**config.mk**
```make
export PLATFORM = sky130hd
export DESIGN_NAME = imem_loader
export DESIGN_NICKNAME = d
export VERILOG_FILES = /design/src/rtl/imem_loader.sv
export SDC_FILE = /design/constraint.sdc
export NUM_CORES = 1
export LEC_CHECK = 0
export BUFFER_PORTS_ARGS = -buffer_cell sky130_fd_sc_hd__buf_2
export CORE_MARGIN = 3
export CORE_UTILIZATION = 36
export CTS_BUF_LIST = sky130_fd_sc_hd__clkbuf_8
export CTS_CLUSTER_SIZE = 20
export DETAILED_ROUTE_END_ITERATION = 7
export PLACE_DENSITY = 0.58
export SYNTH_ARGS = -nofsm -noshare
export SYNTH_HDL_FRONTEND = slang
export SYNTH_SLANG_ARGS = --single-unit
```
**constraint.sdc**
```tcl
create_clock -name clk -period 3.3 [get_ports clk]
set_input_delay 0.33 -clock clk [delete_from_list [all_inputs] [get_ports clk]]
set_output_delay 0.33 -clock clk [all_outputs]
set_load 0.02 [all_outputs]
```
**src/rtl/imem_loader.sv**
```systemverilog
// Instruction-memory program loader: streams words into consecutive addresses,
// optionally pads the tail with a fill word, and gates the core reset around the load.
module imem_loader #(
    parameter int unsigned      WIDTH     = 16,
    parameter int unsigned      I_ADDR_W  = 7,
    parameter bit               FILL_EN   = 1'b1,
    parameter logic [WIDTH-1:0] FILL_WORD = '0,
    parameter bit               BOOT_HOLD = 1'b1
) (
    input  logic                clk,
    input  logic                reset,
    input  logic                start,
    input  logic [I_ADDR_W:0]   len,
    input  logic                abort,
    input  logic [WIDTH-1:0]    in_data,
    input  logic                in_valid,
    output logic                in_ready,
    output logic                I_wr,
    output logic [I_ADDR_W-1:0] I_addr,
    output logic [WIDTH-1:0]    I_data,
    output logic                cpu_reset,
    output logic                busy,
    output logic                done,
    output logic [WIDTH-1:0]    checksum
);
    localparam int unsigned      CNT_W   = I_ADDR_W + 1;
    localparam int unsigned      DEPTH   = 2 ** I_ADDR_W;
    localparam logic [CNT_W-1:0] DEPTH_C = CNT_W'(DEPTH);
    localparam logic [CNT_W-1:0] LAST_C  = CNT_W'(DEPTH - 1);
    localparam logic [CNT_W-1:0] ONE_C   = CNT_W'(1);

    typedef enum logic [1:0] {IDLE, LOAD, FILL, FINISH} state_t;

    state_t           state;
    logic [CNT_W-1:0] load_len;
    logic [CNT_W-1:0] count;
    logic [CNT_W-1:0] len_clamped;
    logic             xfer;

    // Only combinational output: abort withdraws ready in the same cycle.
    assign in_ready    = (state == LOAD) && !abort;
    assign xfer        = in_valid && in_ready;
    assign len_clamped = (len > DEPTH_C) ? DEPTH_C : len;

    always_ff @(posedge clk) begin
        if (reset) begin
            state     <= IDLE;
            load_len  <= '0;
            count     <= '0;
            I_wr      <= 1'b0;
            I_addr    <= '0;
            I_data    <= '0;
            busy      <= 1'b0;
            done      <= 1'b0;
            checksum  <= '0;
            cpu_reset <= BOOT_HOLD;
        end else begin
            I_wr <= 1'b0;
            done <= 1'b0;
            case (state)
                IDLE: begin
                    if (start) begin
                        load_len  <= len_clamped;
                        count     <= '0;
                        I_addr    <= '0;
                        checksum  <= '0;
                        busy      <= 1'b1;
                        cpu_reset <= 1'b1;
                        if (len_clamped != '0) begin
                            state <= LOAD;
                        end else if (FILL_EN) begin
                            state <= FILL;
                        end else begin
                            state <= FINISH;
                        end
                    end
                end
                LOAD: begin
                    // Abort beats a coincident transfer; cpu_reset stays asserted.
                    if (abort) begin
                        state <= IDLE;
                        busy  <= 1'b0;
                    end else if (xfer) begin
                        I_wr     <= 1'b1;
                        I_addr   <= count[I_ADDR_W-1:0];
                        I_data   <= in_data;
                        checksum <= checksum + in_data;
                        count    <= count + ONE_C;
                        if (count == load_len - ONE_C) begin
                            if (FILL_EN && (load_len != DEPTH_C)) begin
                                state <= FILL;
                            end else begin
                                state <= FINISH;
                            end
                        end
                    end
                end
                FILL: begin
                    if (abort) begin
                        state <= IDLE;
                        busy  <= 1'b0;
                    end else begin
                        I_wr   <= 1'b1;
                        I_addr <= count[I_ADDR_W-1:0];
                        I_data <= FILL_WORD;
                        count  <= count + ONE_C;
                        if (count == LAST_C) begin
                            state <= FINISH;
                        end
                    end
                end
                FINISH: begin
                    state     <= IDLE;
                    done      <= 1'b1;
                    busy      <= 1'b0;
                    cpu_reset <= 1'b0;
                end
                default: state <= IDLE;
            endcase
        end
    end
endmodule

```
==> results of run 1 <==
[synth_stat cells (2+ instances only)]
library cell	instances
dfxtp_1	61
a21oi_1	58
nand2_1	51
nor2_1	36
ha_1	22
nand3_1	22
nand3b_1	19
clkbuf_1	16
xor2_1	15
xnor2_1	11
nor3b_1	10
a21o_1	8
inv_1	8
o21ai_0	8
mux2i_1	6
a22oi_1	5
nor3_1	5
o21ai_1	5
and2_1	4
nor2b_1	4
nand4_1	3
nor4_1	3
or2_1	3
or2_2	3
a211o_1	2
a31oi_1	2
and2b_2	2
nand2b_1	2
o22ai_1	2
o31ai_1	2
or3b_1	2
[worst min-delay path: stages]
cell and delay, ns:
buf_2 0.11, nand3b_1 0.07, a21oi_1 0.06
[kinds of logic after synthesis]
family | after synthesis | share of synthesized area (%)
xor+xnor | 26 | 6.47
buf+inv | 28 | 3.45
flops | 61 | 34.7
simple gates | 178 | 26.8
fa+ha+maj | 23 | 8.38
mux | 6 | 1.71
compound gates | 104 | 18.5
[power breakdown]
| group | total (uW) | internal (uW) | switching (uW) |
|---|---|---|---|
| registers | 815 | 777 | 38.3 |
| clock network | 689 | 368 | 321 |
| logic | 522 | 197 | 325 |
[flip-flops by register name (all words and copies together) (netlist names)]
name / flops
load_len: 8
I_wr: 1
busy: 1
count: 8
I_addr: 7
I_data: 16
state: 2
checksum: 16
done: 1
cpu_reset: 1
[layer usage]
metal	up-vias	share of wire, %
li1	1643	-
met1	1424	53
met2	67	41
met3	6	4.9
met4	0	0.83
met5	-	0
[final cells by class]
cell class,instances,area share [%]
multi-input combinational,337,52.2
sequential,61,29.2
timing repair buffer,75,9.16
tap,129,3.86
clock buffer,10,3.29
clock inverter,6,1.47
inverter,9,0.809
[through the flow]
step	cell area, sq um	hold WS, ns	cells	setup slack (ns)	power [uW]
floorplan	3520	0.459	426	0.628	1220
global placement	3980	0.438	611	0.476	1350
detailed placement	3980	0.443	611	0.414	1350
CTS	4180	0.262	627	0.578	2040
global route	4180	0.263	627	0.398	2140
finish	4180	0.269	627	0.585	2030
[worst max-delay path by stage]
stage	cells after the start	slack [ns]	end	from
2_1_floorplan	9	0.63	checksum[10]$_SDFFE_PP0P_	checksum[0]$_SDFFE_PP0P_
3_3_place_gp	10	0.48	checksum[10]$_SDFFE_PP0P_	in_data[0]
3_5_place_dp	10	0.41	checksum[10]$_SDFFE_PP0P_	in_data[0]
4_1_cts	9	0.58	checksum[10]$_SDFFE_PP0P_	checksum[0]$_SDFFE_PP0P_
5_1_grt	10	0.40	checksum[14]$_SDFFE_PP0P_	state[1]$_SDFFE_PP0P_
6_report	9	0.59	checksum[10]$_SDFFE_PP0P_	checksum[0]$_SDFFE_PP0P_
==> flow_summary_export.csv, run 1 <==
group,metric,value,unit
run_status,outcome,"complete, no violations",
global_routing,use_met2,22.8,%
cells_and_area,regArea,1220,sq um
synth,ys_warn_count,0,
timing,hold_viol,0,
drt,first_iter_violations,161,
timing,setup_viol,0,
setup_path,critPathMaxStageDelay,0.42,ns
synth,netlist_instances,426,
placed_design,routabilityCongestion,0.828,
min_path,hold_path.class,"in -> reg",
global_routing,grt_pass1_wl,15.0,mm
timing,clock_skew,0.00477,ns
drt,first_pass_iters,4,
clock_network,cts.sinks,61,
clock_network,clk_latency,0.35,ns
setup_path,cp_max_fo,3,
cells_and_area,multi_input_area,2180,sq um
global_routing,gr-usage-all-layers,16.9,%
cells_and_area,antenna-diode-count,0,
clock_network,clk_root_buffer_cell,"clkbuf_8",
clock_network,clk_pin_slew,0.07,ns
setup_path,critPathMostFrequentCell,"a21o_1",
floorplan,fp.dieW,105,um
clock_network,cts-resized-gates,0,
cells_and_area,layout_common_cells,"72 x buf_2, 61 x dfxtp_1, 58 x a21oi_1, 51 x nand2_1, 36 x nor2_1",
drt,routed_wl,9.12,mm
global_routing,antenna_found_initial,0,
timing,tightest_slew,0.605,ns
clock_network,cts_buffers,9,
pwr,cellLeakagePower,0.00179,uW
floorplan,pin_count,73,
clock_network,cts_tree,"built",
timing,period_share,82.3,%
pwr,vdd.ir_drop.worst,156,uV
synth,synth_top_area_cell,"dfxtp_1",
global_routing,grt_busiest_layer,"met1",
clock_network,holdBufCountCts,0,
cells_and_area,drive_gt1_share,20.7,%
setup_path,start_kind,"flop",
setup_path,crit_buf_inv,0,
global_routing,grt_pass1_vias,2922,
drt,vias,3140,
floorplan,die_h,105,um
synth,synth.distinct_cells,57,
setup_path,worst_path_dominant_cell_family,"compound AO/OA/AOI/OAI gates",
synth,synth_nets,478,
min_path,holdPathStages,3,
synth,synthesis.area,3520,sq um
global_routing,grt_overflow_total,0,
synth,ys.flop_type,"dfxtp_1",
synth,ys_seq_area_share,34.7,%
timing,relSlewSlack,59.7,%
floorplan,fp.coreArea,9370,sq um
cells_and_area,nFillCells,1011,
drt,drc_errors,0,
drt,routedWlPerCell,14.5,um
placed_design,io_buffers,72,
setup_path,worstPathArrival,2.96,ns
cells_and_area,finalCoreUtilization,44.6,%
setup_path,worst_setup_path_end_kind,"flop",
setup_path,path_class,"reg -> reg",
setup_path,slowest_stage,"fa_1",
synth,synth_edf_count,0,
setup_path,r2r_start,"checksum[0]$_SDFFE_PP0P_",
drt,drtAntennaViolNets,0,
global_routing,grt_max_degree,43,
floorplan,start_util,37.6,%
clock_network,cts_max_level,3,
clock_network,cts_buffer_depth,2,
drt,viasPerCell,5.01,
cells_and_area,final_net_count,545,
timing,fin_tns_setup,0,ns
synth,syn_avg_cell_area,8.27,sq um
clock_network,cts_setup_buffers,0,
placed_design,place.detailed.hpwl,6.89,mm
setup_path,cp_data_required_time,3.54,ns
synth,yosys-top-cells-area,"dfxtp_1 35%, a21oi_1 8.2%, ha_1 7.8%, nand2_1 5.4%, nand3b_1 4.0%",
pwr,power_density,485,nW/um^2
floorplan,die_area,11000,sq um
job,drv_cap,0,
floorplan,fp-row-count,35,
min_path,min-delay-start,"in_data[11]",
synth,synth_top_area_share,34.7,%
cells_and_area,area_delta_synth_final,18.6,%
setup_path,r2r-end,"checksum[10]$_SDFFE_PP0P_",
synth,synth-seq-cells,61,
global_routing,grt_util_met1,26.1,%
timing,max_freq,368,MHz
timing,fin_crit,2.71,ns
setup_path,reg2reg_setup_slack,0.59,ns
global_routing,use_met3,3.58,%
timing,rsz0062_at_grt,"no",
timing,slew_viol_final,0,
synth,async_reset_ff_share,0,%
setup_path,worstPathCellList,"ha_1, fa_1, a21o_1, a21o_1, a2111oi_4, o31ai_1, o21ai_1, or3b_1, a32o_1",
setup_path,rr_worst_depth,9,
min_path,min_to,"I_data[11]$_SDFFE_PP0P_",
cells_and_area,mostFrequentLayoutCell,"buf_2",
Note: power is estimated with default switching activity, not from simulation.
==> inputs of run 2 (changes only) <==
--- a/config.mk
+++ b/config.mk
@@ -5,13 +5,14 @@
 export SDC_FILE = /design/constraint.sdc
 export NUM_CORES = 1
 export LEC_CHECK = 0
+export ABC_AREA = 1
 export BUFFER_PORTS_ARGS = -buffer_cell sky130_fd_sc_hd__buf_2
 export CORE_MARGIN = 3
 export CORE_UTILIZATION = 36
 export CTS_BUF_LIST = sky130_fd_sc_hd__clkbuf_8
 export CTS_CLUSTER_SIZE = 20
 export DETAILED_ROUTE_END_ITERATION = 7
-export PLACE_DENSITY = 0.58
+export PLACE_DENSITY = 0.59
 export SYNTH_ARGS = -nofsm -noshare
 export SYNTH_HDL_FRONTEND = slang
 export SYNTH_SLANG_ARGS = --single-unit
==> constraint.sdc (replaced) <==
create_clock -name clk -period 2.85 [get_ports clk]
set_input_delay 0.285 -clock clk [delete_from_list [all_inputs] [get_ports clk]]
set_output_delay 0.285 -clock clk [all_outputs]
set_load 0.02 [all_outputs]
==> flow_summary_export.csv, run 2 <==
group,metric,value,unit
clock_network,cts-resized-gates,0,
global_routing,antenna_found_initial,0,
min_path,min_to,"load_len[6]$_SDFFE_PP0P_",
placed_design,io_buffers,72,
pwr,total_power,3510,uW
min_path,min-delay-start,"len[6]",
synth,async_reset_ff_share,0,%
floorplan,die_area,10800,sq um
drt,routed_wl,9.88,mm
global_routing,grt_busiest_layer,"met2",
setup_path,cp_data_required_time,3.13,ns
setup_path,worstPathArrival,2.57,ns
timing,fin_crit,2.29,ns
cells_and_area,layout_common_cells,"118 x nand2_1, 72 x buf_2, 68 x a21oi_1, 61 x dfxtp_1, 43 x nor2_1",
clock_network,cts_setup_buffers,0,
global_routing,use_met2,31.1,%
synth,synth-seq-cells,61,
timing,hold_viol,0,
drt,drtAntennaViolNets,0,
clock_network,clk_latency,0.35,ns
setup_path,rr_worst_depth,12,
pwr,netSwitchingFraction,43.3,%
timing,slew_viol_final,0,
floorplan,die_h,104,um
drt,vias,3564,
clock_network,clk_root_buffer_cell,"clkbuf_8",
placed_design,dp_cells,689,
clock_network,holdBufCountCts,0,
drt,first_pass_iters,5,
timing,finalHoldWorstSlack,0.202,ns
global_routing,grt_pass1_vias,3442,
synth,yosys-top-cells-area,"dfxtp_1 35%, nand2_1 13%, a21oi_1 9.8%, ha_1 8.0%, nand3_1 4.9%",
cells_and_area,top_regs,"I_data: 16 flops, checksum: 16 flops",
synth,ys_warn_count,0,
drt,first_iter_violations,171,
synth,synth_top_area_share,35.3,%
timing,max_freq,436,MHz
synth,ys_seq_area_share,35.3,%
synth,synth_most_common_cell,"nand2_1",
cells_and_area,drive_gt1_share,18.1,%
placed_design,place.detailed.hpwl,7.56,mm
floorplan,start_util,37.2,%
global_routing,grt_max_degree,42,
cells_and_area,area_delta_synth_final,20.7,%
placed_design,routabilityCongestion,0.902,
min_path,holdPathStages,3,
clock_network,cts_buffers,9,
pwr,cellLeakagePower,0.00195,uW
pwr,pwr-share-comb,43.6,%
timing,period_share,80.5,%
setup_path,r2r_start,"state[1]$_SDFFE_PP0P_",
synth,synth_edf_count,0,
cells_and_area,mostFrequentLayoutCell,"nand2_1",
pwr,power_frac_clock,25.0,%
pwr,vdd.ir_drop.worst,289,uV
min_path,hold_path.class,"in -> reg",
pwr,p_switching,1520,uW
cells_and_area,layout.cells.non_filler,705,
setup_path,cp_max_fo,17,
timing,setup_viol,0,
timing,relSlewSlack,60.8,%
drt,routedWlPerCell,14.0,um
synth,synth.distinct_cells,37,
global_routing,use_met3,2.92,%
timing,tightest_slew,0.586,ns
synth,ys.flop_type,"dfxtp_1",
synth,synth_nets,549,
pwr,power_density,841,nW/um^2
drt,drc_errors,0,
floorplan,pin_count,73,
pwr,p_int,1990,uW
floorplan,fp.dieW,104,um
floorplan,fp-row-count,35,
setup_path,reg2reg_setup_slack,0.56,ns
synth,synthesis.area,3460,sq um
setup_path,worst_setup_path_end_kind,"flop",
clock_network,cts_buffer_depth,2,
global_routing,gr-usage-all-layers,18.4,%
floorplan,fp.coreArea,9280,sq um
setup_path,r2r-end,"checksum[5]$_SDFFE_PP0P_",
drt,viasPerCell,5.06,
clock_network,cts.sinks,61,
cells_and_area,final_net_count,623,
timing,clock_skew,0.00998,ns
run_status,outcome,"complete, no violations",
global_routing,grt_overflow_total,0,
global_routing,grt_util_met1,23.3,%
synth,synth_top_area_cell,"dfxtp_1",
timing,rsz0062_at_grt,"no",
synth,syn_avg_cell_area,6.96,sq um
global_routing,grt_pass1_wl,16.3,mm
setup_path,start_kind,"flop",
setup_path,path_class,"reg -> reg",
clock_network,cts_tree,"built",
cells_and_area,antenna-diode-count,0,
clock_network,clk_pin_slew,0.07,ns
clock_network,cts_max_level,3,
synth,netlist_instances,497,
timing,fin_tns_setup,0,ns
cells_and_area,nFillCells,979,
job,drv_cap,0,
synth,synth_common_cells,"118 x nand2_1, 68 x a21oi_1, 61 x dfxtp_1",
pwr,power_frac_seq,31.4,%
run 2: how the worst max path moves through the flow:
stage,startpoint,end,slack [ns],depth (start not counted)
2_1_floorplan,state[1]$_SDFFE_PP0P_,checksum[5]$_SDFFE_PP0P_,1.00,12
3_3_place_gp,state[1]$_SDFFE_PP0P_,checksum[8]$_SDFFE_PP0P_,0.61,12
3_5_place_dp,state[0]$_SDFFE_PP0P_,checksum[8]$_SDFFE_PP0P_,0.59,11
4_1_cts,state[0]$_SDFFE_PP0P_,checksum[5]$_SDFFE_PP0P_,0.56,11
5_1_grt,state[0]$_SDFFE_PP0P_,checksum[5]$_SDFFE_PP0P_,0.24,11
6_report,state[1]$_SDFFE_PP0P_,checksum[5]$_SDFFE_PP0P_,0.56,12
run 2: critical path: stages (launching register included):
cell and delay [ns]:
dfxtp_1 0.35, inv_1 0.09, ha_1 0.21, inv_2 0.09, nor2_2 0.19, nand2_1 0.09
o21ai_1 0.10, nand2_2 0.27, nor2_4 0.35, inv_2 0.15, a21oi_1 0.13, o21ai_1 0.08
a21oi_1 0.13
run 2: through the flow:
stage          setup slack [ns]  utilization [%]  area [sq um]
3_3_place_gp              0.613             42.5          3950
5_1_grt                   0.239             44.9          4170
6_report                  0.557             44.9          4170
3_5_place_dp              0.586             42.5          3950
2_1_floorplan              1.00                -          3460
4_1_cts                   0.560             44.9          4170
run 2: logic make-up (layout without fill, tap and decap cells):
logic type | after synthesis | in the layout | share of synthesized area (%)
AND/OR/NAND/NOR | 238 | 238 | 30.8
XOR/XNOR | 4 | 4 | 1.01
flip-flops | 61 | 61 | 35.3
buffers and inverters | 59 | 138 | 6.66
AO/OA/AOI/OAI | 112 | 112 | 17.7
adder cells (fa/ha/maj) | 23 | 23 | 8.54
run 2: power by group through the flow:
stage,registers [uW],clock network [uW],logic (uW)
5_1_grt,1120,925,1730
4_1_cts,1100,893,1530
3_3_place_gp,1120,0,1500
3_5_place_dp,1120,0,1520
2_1_floorplan,1210,0,1020
6_report,1100,877,1530
run 2: layout make-up:
class	count	area (sq um)	area share (%)
tap	129	161	3.87
sequential	61	1220	29.3
inverter	47	176	4.23
timing repair buffer	75	383	9.18
clock inverter	6	87.6	2.10
multi-input combinational	377	2010	48.1
clock buffer	10	138	3.30
run 2: per-layer routing:
layer | share of wire, % | vias to the layer above
met4 | 2.3 | 0
met2 | 47 | 89
met5 | 0 | -
met3 | 3.9 | 23
met1 | 46 | 1620
li1 | - | 1832
==> inputs of run 3 (changes only) <==
--- a/config.mk
+++ b/config.mk
@@ -12,7 +12,7 @@
 export CTS_BUF_LIST = sky130_fd_sc_hd__clkbuf_8
 export CTS_CLUSTER_SIZE = 20
 export DETAILED_ROUTE_END_ITERATION = 7
-export PLACE_DENSITY = 0.59
+export PLACE_DENSITY = 0.61
 export SYNTH_ARGS = -nofsm -noshare
 export SYNTH_HDL_FRONTEND = slang
 export SYNTH_SLANG_ARGS = --single-unit
==> constraint.sdc (replaced) <==
create_clock -name clk -period 1.95 [get_ports clk]
set_input_delay 0.195 -clock clk [delete_from_list [all_inputs] [get_ports clk]]
set_output_delay 0.195 -clock clk [all_outputs]
set_load 0.02 [all_outputs]
==> flow_summary_export.csv, run 3 (same netlist as run 2, synthesis figures left out) <==
group,metric,value,unit
timing,fin_crit,1.82,ns
global_routing,gr-usage-all-layers,18.2,%
clock_network,cts.sinks,61,
setup_path,critPathMaxStageDelay,0.37,ns
floorplan,start_util,37.2,%
floorplan,pin_count,73,
setup_path,cp_max_fo,6,
pwr,p_switching,2250,uW
timing,setup_ws,0.132,ns
min_path,hold_path.class,"in -> reg",
cells_and_area,final_net_count,636,
setup_path,start_kind,"flop",
floorplan,die_area,10800,sq um
setup_path,path_class,"reg -> reg",
timing,period_share,93.2,%
drt,first_iter_violations,193,
clock_network,holdBufCountCts,0,
timing,hold_viol,0,
placed_design,io_buffers,72,
setup_path,rr_worst_depth,10,
global_routing,grt_max_degree,42,
placed_design,preCtsSetupSlack,0.0447,ns
global_routing,grt_pass1_vias,3393,
cells_and_area,layout_common_cells,"116 x nand2_1, 72 x buf_2, 67 x a21oi_1, 59 x dfxtp_1, 43 x nor2_1",
clock_network,cts_buffer_depth,2,
floorplan,fp.dieW,104,um
clock_network,cts_buffers,9,
clock_network,cts_max_level,3,
cells_and_area,mostFrequentLayoutCell,"nand2_1",
clock_network,clk_latency,0.35,ns
global_routing,grt_pass1_wl,16.1,mm
drt,vias,3623,
placed_design,routabilityCongestion,0.836,
drt,drtAntennaViolNets,0,
min_path,holdPathStages,3,
clock_network,clk_pin_slew,0.07,ns
pwr,power_frac_clock,22.2,%
setup_path,crit_buf_inv,3,
setup_path,critPathMostFrequentCell,"inv_2",
timing,slew_viol_final,0,
drt,viasPerCell,5.04,
pwr,netSwitchingFraction,43.1,%
placed_design,place.detailed.hpwl,7.59,mm
job,drv_cap,0,
floorplan,die_h,104,um
pwr,pwr-share-comb,47.0,%
cells_and_area,area_delta_synth_final,24.0,%
global_routing,antenna_found_initial,1,
setup_path,worstPathCellList,"inv_1, ha_1, inv_2, nor2_1, a21oi_2, nand4_1, inv_2, nand3_2, nor3_1, nor3b_2",
timing,tightest_slew,0.446,ns
floorplan,fp.coreArea,9280,sq um
drt,routed_wl,9.95,mm
cells_and_area,multi_input_area,2040,sq um
cells_and_area,regArea,1220,sq um
timing,relSlewSlack,70.3,%
setup_path,worstPathArrival,2.04,ns
pwr,vdd.ir_drop.worst,518,uV
timing,clock_skew,0.0178,ns
cells_and_area,top_regs,"I_data: 16 flops, checksum: 16 flops",
setup_path,worst_setup_path_end_kind,"flop",
pwr,power_frac_seq,30.8,%
clock_network,cts_tree,"built",
timing,fin_tns_setup,0,ns
pwr,cellLeakagePower,0.00201,uW
setup_path,crit_cells,10,
floorplan,fp-row-count,35,
setup_path,worst_path_dominant_cell_family,"simple AND/OR/NAND/NOR gates",
timing,finalHoldWorstSlack,0.120,ns
cells_and_area,nFillCells,976,
timing,setup_viol,0,
drt,drc_errors,0,
drt,first_pass_iters,5,
setup_path,slowest_stage,"dfxtp_2",
pwr,power_density,1220,nW/um^2
drt,routedWlPerCell,13.8,um
global_routing,grt_overflow_total,0,
clock_network,clk_root_buffer_cell,"clkbuf_8",
cells_and_area,drive_gt1_share,21.6,%
pwr,p_int,2980,uW
setup_path,cp_data_required_time,2.18,ns
timing,max_freq,550,MHz
run_status,outcome,"complete, no violations",
-- run 3: changes by cell type in the layout (fill, tap and decap cells not counted), moves of 2 or more --
cell	delta
buf_4	+13
nand2_1	-2
nand2_2	+2
ha_1	-3
dfxtp_1	-2
clkinvlp_4	-2
ha_2	+2
dfxtp_2	+2
-- run 3: final cells by class --
| class | instances | area share (%) |
|---|---|---|
| well taps | 129 | 3.77 |
| flip-flops and latches | 61 | 28.5 |
| inverters | 47 | 4.12 |
| repair buffers | 88 | 11.2 |
| multi-input cells | 377 | 47.6 |
| clock inverters | 5 | 1.20 |
| clock buffers | 11 | 3.53 |
| diodes | 1 | 0.0584 |
-- run 3: path summary, 6_finish.rpt --
path / start / to / slack (ns)
max reg2reg: state[0]$_SDFFE_PP0P_ / count[7]$_SDFFE_PP0P_ / 0.13
min: len[3] / load_len[3]$_SDFFE_PP0P_ / 0.12
min reg2reg: I_addr[3]$_SDFFE_PP0P_ / I_addr[3]$_SDFFE_PP0P_ / 0.46
max: state[0]$_SDFFE_PP0P_ / count[7]$_SDFFE_PP0P_ / 0.13
-- run 3: timing repair --
| action | CTS | global route |
|---|---|---|
| buffers inserted | 0 | 2 |
| resized for setup | 0 | 12 |
| setup endpoints to repair | 0 | 26 |
-- run 3: worst reg2reg max path: stages (launching register included) --
cell	delay, ns
dfxtp_2	0.37
inv_1	0.07
ha_1	0.24
inv_2	0.07
nor2_1	0.05
a21oi_2	0.12
nand4_1	0.18
inv_2	0.20
nand3_2	0.12
nor3_1	0.23
nor3b_2	0.07
-- run 3: metal layers --
metal / wire [um] / track usage (%) / up-vias
li1: - / - / 1859
met1: 4410 / 22.5 / 1650
met2: 4830 / 31.4 / 101
met3: 540 / 4.41 / 13
met4: 169 / 5.32 / 0
met5: 0 / 0 / -
-- run 3: through the flow --
step,instances,utilization (%),instance area (sq um),power [uW]
after floorplan,497,-,3460,3260
after global placement,700,43.4,4030,3970
after detailed placement,700,43.4,4030,4000
after CTS,716,45.6,4230,5180
after global routing,719,46.2,4290,5620
final,719,46.2,4290,5230
-- run 3: power by group through the flow --
stage                     clock network [uW]  registers [uW]  logic, uW
after detailed placement                   0            1630       2370
after global placement                     0            1620       2350
after floorplan                            0            1770       1490
after global routing                    1240            1640       2750
after CTS                               1200            1600       2380
final                                   1160            1610       2460
